[src/rtl/blink_seq_pkg.sv]
// ---------------------------------------------------------------------------
// blink_seq_pkg
//   Shared definitions for the blinking-light run/pause/stop sequencer.
//   - blink_state_t : FSM state encoding (also driven out on the state port)
//   - SEL_A / SEL_B : pattern-select levels seen by the LED datapath
//   - phase_sel     : pattern-select level belonging to a RUN phase
//   - other_phase   : the RUN phase entered at a DWELL boundary
// ---------------------------------------------------------------------------
package blink_seq_pkg;

    typedef enum logic [1:0] {
        ST_IDLE  = 2'd0,
        ST_RUN_A = 2'd1,
        ST_RUN_B = 2'd2,
        ST_PAUSE = 2'd3
    } blink_state_t;

    localparam logic SEL_A = 1'b1;
    localparam logic SEL_B = 1'b0;

    function automatic logic phase_sel(input blink_state_t ph);
        return (ph == ST_RUN_B) ? SEL_B : SEL_A;
    endfunction

    function automatic blink_state_t other_phase(input blink_state_t ph);
        return (ph == ST_RUN_A) ? ST_RUN_B : ST_RUN_A;
    endfunction

endpackage

[src/rtl/blink_seq_ctrl_tick_prescaler.sv]
// ---------------------------------------------------------------------------
// tick_prescaler
//   Divides clk down to the datapath step rate. The counter runs
//   0..PRESCALE-1 while run is high, holds while run is low, and is forced
//   to zero by clr (clr has priority over run).
// Ports
//   clk   in  1  system clock, rising edge
//   reset in  1  asynchronous, active-high
//   run   in  1  count enable
//   clr   in  1  synchronous clear
//   tick  out 1  high for the one cycle the counter sits at PRESCALE-1
//                while running (decoded from the count register)
// ---------------------------------------------------------------------------
module tick_prescaler
    import blink_seq_pkg::*;
#(
    parameter int PRESCALE = 4
) (
    input  logic clk,
    input  logic reset,
    input  logic run,
    input  logic clr,
    output logic tick
);

    localparam int           W    = $clog2(PRESCALE);
    localparam logic [W-1:0] LAST = W'(PRESCALE - 1);

    logic [W-1:0] r_cnt;
    logic         w_at_last;

    assign w_at_last = (r_cnt == LAST);

    always_ff @(posedge clk or posedge reset) begin
        if (reset) begin
            r_cnt <= '0;
        end else if (clr) begin
            r_cnt <= '0;
        end else if (run) begin
            r_cnt <= w_at_last ? '0 : r_cnt + 1'b1;
        end
    end

    assign tick = run && w_at_last;

endmodule

[src/rtl/blink_seq_ctrl.sv]
// ---------------------------------------------------------------------------
// blink_seq_ctrl
//   Run/pause/stop sequencer for the 16-LED blinking-light datapath.
//   Produces the datapath step strobe from a prescaled clock and flips the
//   pattern select every DWELL steps.
// Parameters
//   PRESCALE  clk cycles per datapath step (>= 2)
//   DWELL     steps per pattern before sel toggles (2..2**CNT_W)
//   CNT_W     width of step_cnt
// Ports
//   clk       in   1      system clock, rising edge
//   reset     in   1      asynchronous, active-high; clears all state
//   start     in   1      IDLE->RUN_A, or resume from PAUSE
//   stop      in   1      RUN->PAUSE, or PAUSE->IDLE (wins over start)
//   step_en   out  1      one-cycle strobe: datapath advances this cycle
//   sel       out  1      pattern select (1 = pattern A, 0 = pattern B)
//   step_cnt  out  CNT_W  steps taken in the current pattern
//   state     out  2      FSM state (IDLE=0, RUN_A=1, RUN_B=2, PAUSE=3)
//   busy      out  1      high in RUN_A / RUN_B
// Build option
//   BLINK_SEQ_BTN_SYNC_EN : start/stop go through 2-flop synchronisers and
//   a rising-edge detector (raw button levels, +2 cycles latency, one action
//   per press). Undefined: start/stop are used directly as sync pulses.
// ---------------------------------------------------------------------------
module blink_seq_ctrl
    import blink_seq_pkg::*;
#(
    parameter int PRESCALE = 4,
    parameter int DWELL    = 65536,
    parameter int CNT_W    = 16
) (
    input  logic             clk,
    input  logic             reset,
    input  logic             start,
    input  logic             stop,
    output logic             step_en,
    output logic             sel,
    output logic [CNT_W-1:0] step_cnt,
    output logic [1:0]       state,
    output logic             busy
);

    localparam logic [CNT_W-1:0] LAST_STEP = CNT_W'(DWELL - 1);

    logic             w_start;
    logic             w_stop;
    logic             w_tick;
    logic             w_pre_clr;
    logic             w_last;
    logic [CNT_W-1:0] w_cnt_after;
    blink_state_t     w_phase_after;

    blink_state_t     r_state;
    blink_state_t     r_saved_phase;
    logic             r_sel;
    logic             r_busy;
    logic [CNT_W-1:0] r_step_cnt;

    // -----------------------------------------------------------------------
    // Button conditioning
    // -----------------------------------------------------------------------
`ifdef BLINK_SEQ_BTN_SYNC_EN
    logic [1:0] r_start_sync;
    logic [1:0] r_stop_sync;
    logic       r_start_prev;
    logic       r_stop_prev;

    always_ff @(posedge clk or posedge reset) begin
        if (reset) begin
            r_start_sync <= '0;
            r_stop_sync  <= '0;
            r_start_prev <= 1'b0;
            r_stop_prev  <= 1'b0;
        end else begin
            r_start_sync <= {r_start_sync[0], start};
            r_stop_sync  <= {r_stop_sync[0], stop};
            r_start_prev <= r_start_sync[1];
            r_stop_prev  <= r_stop_sync[1];
        end
    end

    assign w_start = r_start_sync[1] && !r_start_prev;
    assign w_stop  = r_stop_sync[1]  && !r_stop_prev;
`else
    assign w_start = start;
    assign w_stop  = stop;
`endif

    // -----------------------------------------------------------------------
    // Step-rate prescaler: runs only while busy, holds through PAUSE.
    // Clearing on PAUSE+stop (not just while in IDLE) keeps the count at
    // zero from the very first IDLE cycle.
    // -----------------------------------------------------------------------
    assign w_pre_clr = (r_state == ST_IDLE) || ((r_state == ST_PAUSE) && w_stop);

    tick_prescaler #(
        .PRESCALE (PRESCALE)
    ) u_tick_prescaler (
        .clk   (clk),
        .reset (reset),
        .run   (r_busy),
        .clr   (w_pre_clr),
        .tick  (w_tick)
    );

    // -----------------------------------------------------------------------
    // Post-step phase and count. Computed unconditionally so that a stop
    // landing on a step edge still takes the step and PAUSE records the
    // phase as it stands after that step.
    // -----------------------------------------------------------------------
    assign w_last = (r_step_cnt == LAST_STEP);

    always_comb begin
        w_cnt_after   = r_step_cnt;
        w_phase_after = r_state;
        if (w_tick) begin
            if (w_last) begin
                w_cnt_after   = '0;
                w_phase_after = other_phase(r_state);
            end else begin
                w_cnt_after   = r_step_cnt + 1'b1;
            end
        end
    end

    // -----------------------------------------------------------------------
    // Sequencer FSM with registered sel / busy / step_cnt
    // -----------------------------------------------------------------------
    always_ff @(posedge clk or posedge reset) begin
        if (reset) begin
            r_state       <= ST_IDLE;
            r_saved_phase <= ST_RUN_A;
            r_sel         <= SEL_A;
            r_busy        <= 1'b0;
            r_step_cnt    <= '0;
        end else begin
            case (r_state)
                ST_IDLE: begin
                    // stop wins over a simultaneous start; stop alone is ignored
                    if (w_start && !w_stop) begin
                        r_state    <= ST_RUN_A;
                        r_sel      <= SEL_A;
                        r_busy     <= 1'b1;
                        r_step_cnt <= '0;
                    end
                end
                ST_RUN_A, ST_RUN_B: begin
                    r_step_cnt <= w_cnt_after;
                    r_sel      <= phase_sel(w_phase_after);
                    if (w_stop) begin
                        r_state       <= ST_PAUSE;
                        r_saved_phase <= w_phase_after;
                        r_busy        <= 1'b0;
                    end else begin
                        r_state       <= w_phase_after;
                    end
                end
                ST_PAUSE: begin
                    if (w_stop) begin
                        r_state       <= ST_IDLE;
                        r_saved_phase <= ST_RUN_A;
                        r_sel         <= SEL_A;
                        r_step_cnt    <= '0;
                    end else if (w_start) begin
                        r_state <= r_saved_phase;
                        r_busy  <= 1'b1;
                    end
                end
                default: begin
                    r_state <= ST_IDLE;
                    r_busy  <= 1'b0;
                end
            endcase
        end
    end

    assign step_en  = w_tick;
    assign sel      = r_sel;
    assign step_cnt = r_step_cnt;
    assign state    = r_state;
    assign busy     = r_busy;

endmodule
[config.mk]
export PLATFORM = sky130hd
export DESIGN_NAME = blink_seq_ctrl
export DESIGN_NICKNAME = d
export VERILOG_FILES = /design/src/rtl/blink_seq_pkg.sv /design/src/rtl/blink_seq_ctrl_tick_prescaler.sv /design/src/rtl/blink_seq_ctrl.sv
export SDC_FILE = /design/constraint.sdc
export NUM_CORES = 1
export LEC_CHECK = 0
export BUFFER_PORTS_ARGS = -buffer_cell sky130_fd_sc_hd__buf_2
export CORE_ASPECT_RATIO = 1.5
export CORE_UTILIZATION = 60
export DETAILED_ROUTE_END_ITERATION = 10
export PLACE_DENSITY = 0.82
export REMOVE_ABC_BUFFERS = 1
export SYNTH_ARGS = -nofsm -noshare
export SYNTH_HDL_FRONTEND = slang
export SYNTH_SLANG_ARGS = --single-unit
[constraint.sdc]
create_clock -name clk -period 6.5 [get_ports clk]
set_clock_uncertainty 0.1 [all_clocks]
set_input_delay 0.65 -clock clk [delete_from_list [all_inputs] [get_ports clk]]
set_output_delay 0.65 -clock clk [all_outputs]
set_load 0.01 [all_outputs]
=== After elaboration in Yosys (flattened, before gate mapping) ===
Cells that the tools add are included.

* Register bits after elaboration: 24
* Latch bits: 0
* Memory bits (writable): 0
* Memory bits (read-only): 0
* Bits of input ports: 4
* Output and inout bits: 21
* Logic and storage cells: 62
* Memories kept: 0

* Add/sub/neg operators: 2
* $mul: 0
* Divide/modulo/power cells: 0
* $lt $le $gt $ge: 0
* Eq/ne operators: 13
* Shifts and indexed selects: 0
* Muxes and demuxes: 27
* Bitwise logic cells: 0
* Reduce and logical (&&, ||, !) cells: 14

{| class="wikitable"
|+ Operator list
! operator !! number
|-
| 16-bit 2-to-1 mux || 4
|-
| 16-bit one-hot mux with 3 select lines || 1
|-
| 2-bit 2-to-1 mux || 12
|-
| 16-bit by 1-bit adder with 16-bit output (second input constant) || 1
|-
| 16-bit equality test (second input constant) || 1
|-
| 2-bit != test (second input constant) || 5
|-
| 2-bit equality test (second input constant) || 4
|-
| 1-bit 2-to-1 mux || 6
|-
| 1-bit one-hot mux with 3 select lines || 2
|-
| 2-bit one-hot mux with 3 select lines || 1
|-
| 3-bit AND reduction || 2
|-
| 2-bit one-hot mux with 2 select lines || 1
|-
| 2-bit AND reduction || 2
|-
| 4-bit AND reduction || 1
|-
| 2-bit nonzero test || 2
|-
| 1-bit logical AND || 3
|-
| 3-bit != test (second input constant) || 1
|-
| 2-bit by 1-bit adder with 2-bit output (second input constant) || 1
|-
| 2-bit by 1-bit equality test with 1-bit output (second input constant) || 1
|-
| 2-bit zero test || 1
|-
| 2-bit by 1-bit != test with 1-bit output (second input constant) || 1
|-
| 2-bit OR reduction || 1
|-
| 1-bit zero test || 1
|-
| 1-bit logical OR || 1
|}

=== Depth between registers and ports, before layout ===
Gate-level depths: netlist of run 1.

* Word-level depth: 7
* Mapped depth: 8
* Mapped depth without buffers: 7

=== By module ===
Synthesis of run 1 repeated with hierarchy kept, for this count alone.

* Cell total of the unflattened synthesis: 169
* Area, all modules: 1565.3 sq um

{| class="wikitable"
|+ By module, submodules not included
! module !! instances !! cells an instance !! area each (sq um) !! seq. area each (sq um)
|-
| blink_seq_ctrl || 1 || 159 || 1455.1 || 553.0
|-
| tick_prescaler || 1 || 10 || 110.1 || 50.0
|}

=== Worst setup path before layout of run 1 ===
No wires, ideal clock.

* Path type: input to register
* Start point: in stop
* End point: reg r_step_cnt[10] (netlist: step_cnt[10])
* Library setup time: 0.064 ns
* Arrival: 1.987 ns
* Data required time: 6.336 ns
* Setup slack: 4.349 ns
* Stages on the path: 7
* Buffers on the path: 2
* Cell sequence: buf_2 -> and2b_2 -> a221oi_1 -> o211ai_2 -> buf_6 -> nor4_1 -> a21o_1

* Longest elaborated chain between the ends: 4
* Elaborated cells between the ends (all ways): 5
* Those cells by class: eq/ne (2); reduce/logical (3)

{| class="wikitable"
|+ Ends and longest elaborated chain
! what !! line !! source
|-
| start: declaration || blink_seq_ctrl.sv:35 || <nowiki>input logic stop,</nowiki>
|-
| 1-bit zero test || blink_seq_ctrl.sv:140 || <nowiki>if (w_start && !w_stop) begin</nowiki>
|-
| 1-bit logical AND || blink_seq_ctrl.sv:140 ||
|-
| 2-bit by 1-bit != test with 1-bit output (no source line) || -- ||
|-
| 3-bit AND reduction (no source line) (*) || -- ||
|-
| end signal: assignment || blink_seq_ctrl.sv:148 || <nowiki>r_step_cnt <= w_cnt_after;</nowiki>
|-
| end: declaration || blink_seq_ctrl.sv:57 || <nowiki>logic [CNT_W-1:0] r_step_cnt;</nowiki>
|}

Mark *: on every way between the ends. The rest lies on a longest branch, timed or not.
A chain may end at the register's enable or synchronous reset.

=== Final worst setup path of run 1 ===
* Start point: reg r_state[1] (netlist: state[1])
* End point: reg r_step_cnt[4] (netlist: step_cnt[4])

* Longest elaborated chain between the ends: 4
* Elaborated cells between the ends (all ways): 10
* Those cells by class: eq/ne (6); mux (1); reduce/logical (3)

{| class="wikitable"
|+ Ends and longest elaborated chain
! what !! line !! source
|-
| start: declaration || blink_seq_ctrl.sv:53 || <nowiki>blink_state_t r_state;</nowiki>
|-
| start signal: assignment || blink_seq_ctrl.sv:155 || <nowiki>r_state <= w_phase_after;</nowiki>
|-
| start signal: assignment || blink_seq_ctrl.sv:165 || <nowiki>r_state <= r_saved_phase;</nowiki>
|-
| 2-bit by 1-bit equality test with 1-bit output or 2-bit equality test (tied branches) || blink_seq_ctrl.sv:137 || <nowiki>case (r_state)</nowiki>
|-
| 2-bit OR reduction || blink_seq_ctrl.sv:137 ||
|-
| 2-bit != test (no source line) || -- ||
|-
| 3-bit AND reduction (no source line) || -- ||
|}

Several ways; a longest one is shown, not always the timed one.

==> reports/metrics.cfg, run 1 <==
[logic_synthesis]
synth_top_cell_by_area=dfrtp_1
synth-edff-count=0
synth_seq_area_share_pct=39.5
synth_top_area_share_pct=36.1
synth_area_leaders=dfrtp_1, o21ai_0, a21o_1
synth.avg_cell_area_um2=8.97
synth_most_common_cell=dfrtp_1
synthFlopType=dfrtp_1
synthesis_warning_total=0
synthCells=170
asyncSetResetFlopFracSynth_pct=100
netlist_area_pre_place_um2=1530
synth_commonest_cells=dfrtp_1, nand2_1, o21ai_0, nor2_1, a21o_1
synth_seq_cells=24
synth_cell_types=46

[global_routing]
grt.total_usage_pct=28.5
globalRoute.totalOverflow=0
grt_pass1_vias=1339
antenna_found_initial=0
grt_first_pass_wirelength_mm=6.00
grt_max_degree=25

[layout]
fin_area_um2=1660
multiInputGateArea_um2=840
synthToLayoutAreaGrowth_pct=9.02
layout.filler_cells=204
final_cell_utilization_of_the_core_pct=68.6
final_layout_size_suffix_gt1_share_pct=21.4
num_antenna_cells=0
seqCellArea_um2=603
final_net_count=202

[critical_path]
worst_path_buffer_plus_inverter_count=2
critical_path.slowest_cell=ha_1
critPathArrivalTime_ps=2840
largest_stage_delay_worst_path_ps=550
ordered_list_of_cells_on_the_worst_path=inv_1 > ha_1 > a221oi_1 > buf_4 > o211ai_2 > or3_2 > nand3_1
critical_path_class=reg -> reg
worst-endpoint-required_ps=6660
timing.critical_path.max_delay_family=compound AO/OA/AOI/OAI gates
top_fanout_value_on_the_critical_path=18
reg2reg_setup_slack_ps=3820
end_kind=flip-flop
nature_of_the_critical_path_startpoint=flip-flop

[sta]
fmax_mhz=373
finalHoldViolations=0
grt_setup_unrepaired=no
post-route-period-util_pct=41.3
max_slew_vio_count=0
max_slew.worst_pin.slew_ps=912
finalCriticalPeriod_ps=2680
tns_ps=0
report.final.setup_viol=0
pnr_worst_setup_slack_ps=3820
relative_slew_slack_pct=39.1

[placed_design]
post-place-ws_ps=3840
detailed_place_hpwl_mm=2.57
placement.cell_area_um2=1630
portBuffers=24
globalplace.congestion=0.865

[die]
die_y_um=63.8
core-area_um2=2420
die_width_um=43.2
start_util_pct=63.0
ioPinCount=25
die-area_um2=2750
rows=22

[clock_network]
clkLatencyLatePin_ps=320
path_clk_slew_ps=130
tritoncts=built
clock_tree.buffer_depth=2
cts_made_buffers=3
post-cts-setup-buffer-count=0
root_buffer=clkbuf_4
postCtsResizedCells=0
htree_levels=1
postCtsHoldBufs=0
sinks_on_the_clock_net=24

[power]
power_leakage_nw=0.865
p_per_area_nw_per_um2=419
ir_worst_vdd_mv=0.249
power_w=0.000697

[hold_path]
worstHoldPathType=in -> async

[detailed_routing]
detail_route.wirelength_mm=3.48
num_vias=1377
first_pass_iters=4
drt.antenna.violating_nets=0
drt_iter0_markers=42
vias_per_cell=6.38
avgRoutedWirePerCell_um=16.1
drt_drc_violations_left=0

[status]
run_status=completed

[job]
max_cap_violations=0

-- cell usage in the layout, fill, tap and decap left out, types with 3 or more instances in the layout --
| cell | count |
|---|---|
| clkbuf_4 | 3 |
| ha_1 | 5 |
| dfrtp_1 | 22 |
| a21o_1 | 10 |
| buf_2 | 24 |
| nor3_1 | 5 |
| nor4_1 | 3 |
| a31oi_1 | 4 |
| nand3_1 | 8 |
| o31ai_1 | 3 |
| inv_1 | 7 |
| nand2_1 | 19 |
| and3_1 | 3 |
| a21oi_1 | 8 |
| nor2_1 | 13 |
| nor3b_1 | 3 |
| o21ai_0 | 16 |
-- power breakdown --
group          internal (W)  switching [W]
clock network     0.0000343      0.0000448
logic              0.000144       0.000241
registers          0.000190      0.0000425
total              0.000369       0.000329
-- metal layers --
| metal | vias to the layer above | part of all wire [%] | track usage (%) |
|---|---|---|---|
| met2 | 35 | 54 | 49.8 |
| met3 | 6 | 2.6 | 2.26 |
| met1 | 666 | 41 | 34.3 |
| met5 | - | 0 | 0 |
| met4 | 0 | 2.0 | 13.3 |
| li1 | 670 | - | - |
-- final cells by class --
| class | instances | area share, % |
|---|---|---|
| Clock buffer | 4 | 2.18 |
| Sequential cell | 24 | 36.3 |
| Inverter | 7 | 1.58 |
| Tap cell | 24 | 1.81 |
| Timing Repair Buffer | 25 | 7.67 |
| Multi-Input combinational cell | 132 | 50.5 |
-- worst reg2reg max path, cell delays in order, from the launching register on --
cell,delay [ps]
dfrtp_1,450
inv_1,120
ha_1,550
a221oi_1,380
buf_4,230
o211ai_2,230
or3_2,490
nand3_1,70
-- cells by family (layout without fill, tap and decap cells) --
family	Yosys count	after routing	share of synthesized area (%)
buffers and inverters	14	36	5.41
AND/OR/NAND/NOR	69	69	24.5
multiplexers	2	2	1.31
adder cells (fa/ha/maj)	5	5	4.10
AO/OA/AOI/OAI	56	56	25.1
flip-flops	24	24	39.5
-- stage by stage --
stage	hold WS [ps]	std cells
2_1_floorplan	390	163
3_3_place_gp	396	212
3_5_place_dp	420	212
4_1_cts	434	216
5_1_grt	454	216
6_report	406	216
-- flip-flops by register name, indices dropped and copies added, names as in the netlist --
name	cells
busy	1
sel	1
u_tick_prescaler.r_cnt	2
step_cnt	16
state	2
r_saved_phase	2
-- final timing paths --
check | start | end | cells past startpoint
worst min-delay path | reset | u_tick_prescaler.r_cnt[0] | 2
max in group asynchronous | reset | step_cnt[4] | 2
worst min register to register | sel | sel | 2
worst max-delay path | state[1] | step_cnt[4] | 7
min in group clk | sel | sel | 2
worst max register to register | state[1] | step_cnt[4] | 7
No activity file was read; power rests on OpenSTA's default activity.
==> run 2: changes to the inputs <==
Settings changed: CORE_UTILIZATION 60 to 55, PLACE_DENSITY 0.82 to 0.76.
Clock period 6.5 ns to 2.6 ns, I/O delays scaled along.
==> run 2 against run 1 <==
Combinational power grew to 2.6 times the previous value. Flip-flop and latch count stayed put. Sequential share of layout area is 1.2 points lower. Worst setup slack worse by 3600 ps. First-iteration DRC count is 4.8% higher. Non-clock buffer count is 3 higher. Register-to-register slack worse by 3600 ps. Final cell count is 7.4% higher. Highest routed layer unchanged.
==> reports/metrics.cfg, run 2 (synthesis gave the netlist of run 1 again) <==
[status]
run_status=completed  ; unchanged

[power]
power_w=0.00183  ; was 0.000697 W
ir_worst_vdd_mv=0.558  ; was 0.249 mV
p_per_area_nw_per_um2=1060  ; was 419 nW/um2
power_leakage_nw=0.886  ; was 0.865 nW

[placed_design]
portBuffers=24  ; unchanged
detailed_place_hpwl_mm=2.58  ; was 2.57 mm
globalplace.congestion=0.925  ; was 0.865
placement.cell_area_um2=1670  ; was 1630 um2
post-place-ws_ps=253  ; was 3840 ps

[clock_network]
post-cts-setup-buffer-count=0  ; unchanged
clkLatencyLatePin_ps=270  ; was 320 ps
cts_made_buffers=3  ; unchanged
clock_tree.buffer_depth=2  ; unchanged
path_clk_slew_ps=80  ; was 130 ps
htree_levels=1  ; unchanged
postCtsHoldBufs=0  ; unchanged
root_buffer=clkbuf_8  ; was clkbuf_4
tritoncts=built  ; unchanged
sinks_on_the_clock_net=24  ; unchanged
postCtsResizedCells=0  ; unchanged

[global_routing]
grt_util_met3_pct=3.25  ; was 2.26%
antenna_found_initial=0  ; unchanged
use_met1_pct=30.3  ; was 34.3%
global_route.peak_usage_layer=met2  ; unchanged
globalRoute.totalOverflow=0  ; unchanged
grt_pass1_vias=1326  ; was 1339
grt_max_degree=25  ; unchanged
globalRouteMet2Util_pct=48.6  ; was 49.8%
grt.total_usage_pct=26.7  ; was 28.5%
grt_first_pass_wirelength_mm=5.87  ; was 6.00 mm

[sta]
max_slew.worst_pin.slew_ps=927  ; was 912 ps
post-route-period-util_pct=91.5  ; was 41.3%
fmax_mhz=420  ; was 373 MHz
finalCriticalPeriod_ps=2380  ; was 2680 ps
report.final.setup_viol=0  ; unchanged
max_slew_vio_count=0  ; unchanged
finalHoldViolations=0  ; unchanged
pnr_worst_setup_slack_ps=221  ; was 3820 ps
relative_slew_slack_pct=38.1  ; was 39.1%
grt_setup_unrepaired=no  ; unchanged

[layout]
most-common-layout-cells=buf_2, dfrtp_1, nand2_1, o21ai_0, nor2_1  ; unchanged
mostFrequentLayoutCell=buf_2  ; unchanged
synthToLayoutAreaGrowth_pct=12.8  ; was 9.02%
final_cell_utilization_of_the_core_pct=65.0  ; was 68.6%
num_antenna_cells=0  ; unchanged
final_net_count=205  ; was 202
layout.filler_cells=247  ; was 204
largest_register_ff_count=16  ; unchanged
final_layout_size_suffix_gt1_share_pct=22.6  ; was 21.4%
fin_area_um2=1720  ; was 1660 um2

[critical_path]
critical_path.slowest_cell=dfrtp_1  ; was ha_1
ordered_list_of_cells_on_the_worst_path=ha_1 > and2b_2 > a221oi_1 > o211ai_2 > buf_4 > nor4_1 > a21o_1  ; was inv_1 > ha_1 > a221oi_1 > buf_4 > o211ai_2 > or3_2 > nand3_1
largest_stage_delay_worst_path_ps=450  ; was 550 ps
worst-endpoint-required_ps=2710  ; was 6660 ps
critPathArrivalTime_ps=2490  ; was 2840 ps
critical_path_class=reg -> reg  ; unchanged
nature_of_the_critical_path_startpoint=flip-flop  ; unchanged
top_fanout_value_on_the_critical_path=7  ; was 18
end_kind=flip-flop  ; unchanged

[die]
rows=23  ; was 22
die-area_um2=2990  ; was 2750 um2
die_y_um=66.5  ; was 63.8 um
start_util_pct=57.6  ; was 63.0%
die_width_um=45.0  ; was 43.2 um
ioPinCount=25  ; unchanged
core-area_um2=2650  ; was 2420 um2

[detailed_routing]
drt_drc_violations_left=0  ; unchanged
drt_iter0_markers=44  ; was 42
drt.antenna.violating_nets=0  ; unchanged
vias_per_cell=5.80  ; was 6.38
detail_route.wirelength_mm=3.49  ; was 3.48 mm
first_pass_iters=5  ; was 4
num_vias=1345  ; was 1377
avgRoutedWirePerCell_um=15.0  ; was 16.1 um

[job]
max_cap_violations=0  ; unchanged

[hold_path]
worstHoldPathType=in -> async  ; unchanged

-- run 2: cell types whose count changed in the layout (fill, tap and decap cells not counted), sizes merged --
| cell | change |
|---|---|
| buf | +3 |
-- run 2: stage by stage --
| step | std cells | setup TNS (ps) | hold WS (ps) |
|---|---|---|---|
| floorplan | 163 | -705 | 173 |
| global placement | 228 | 0 | 390 |
| detailed placement | 228 | 0 | 398 |
| CTS | 232 | 0 | 112 |
| global route | 232 | 0 | 170 |
| finish | 232 | 0 | 84.9 |
-- run 2: path summary, 6_finish.rpt --
| path | start | end | cells after the start | slack [ps] |
|---|---|---|---|---|
| setup reg to reg | state[0] | step_cnt[10] | 7 | 220 |
| hold reg to reg | sel | sel | 2 | 400 |
| setup / recovery | state[0] | step_cnt[10] | 7 | 220 |
| max in group asynchronous | reset | step_cnt[5] | 2 | 1750 |
| hold / removal | reset | u_tick_prescaler.r_cnt[1] | 2 | 80 |
| min in group clk | stop | busy | 2 | 210 |
-- run 2: cell type report --
cell class | count | area [um2] | area share [%]
inverters | 7 | 26.3 | 1.53
flip-flops and latches | 24 | 603 | 35.1
multi-input cells | 132 | 840 | 48.8
clock buffers | 4 | 55.1 | 3.20
well taps | 37 | 46.3 | 2.69
repair buffers | 28 | 150 | 8.73
-- run 2: worst max-delay path: cells and delay by family, from the launching register on --
family,cells,cell delay [ps]
AO/OA/AOI/OAI,3,690
buffers and inverters,1,220
adder cells (fa/ha/maj),1,310
flip-flops,1,450
AND/OR/NAND/NOR,2,550
-- run 2: where the power goes --
group          leakage, nW  switching, W  internal, W  total (W)
clock network       0.0288      0.000119     0.000135   0.000254
logic                0.549      0.000611     0.000387   0.000998
registers            0.308      0.000103     0.000475   0.000577
total                0.886      0.000833     0.000997    0.00183
-- run 2: routing by layer --
| layer | share of wire [%] | vias up | routed length, um |
|---|---|---|---|
| li1 | - | 671 | - |
| met1 | 42 | 639 | 1450 |
| met2 | 55 | 28 | 1910 |
| met3 | 1.9 | 7 | 67 |
| met4 | 1.7 | 0 | 61 |
| met5 | 0 | - | 0 |
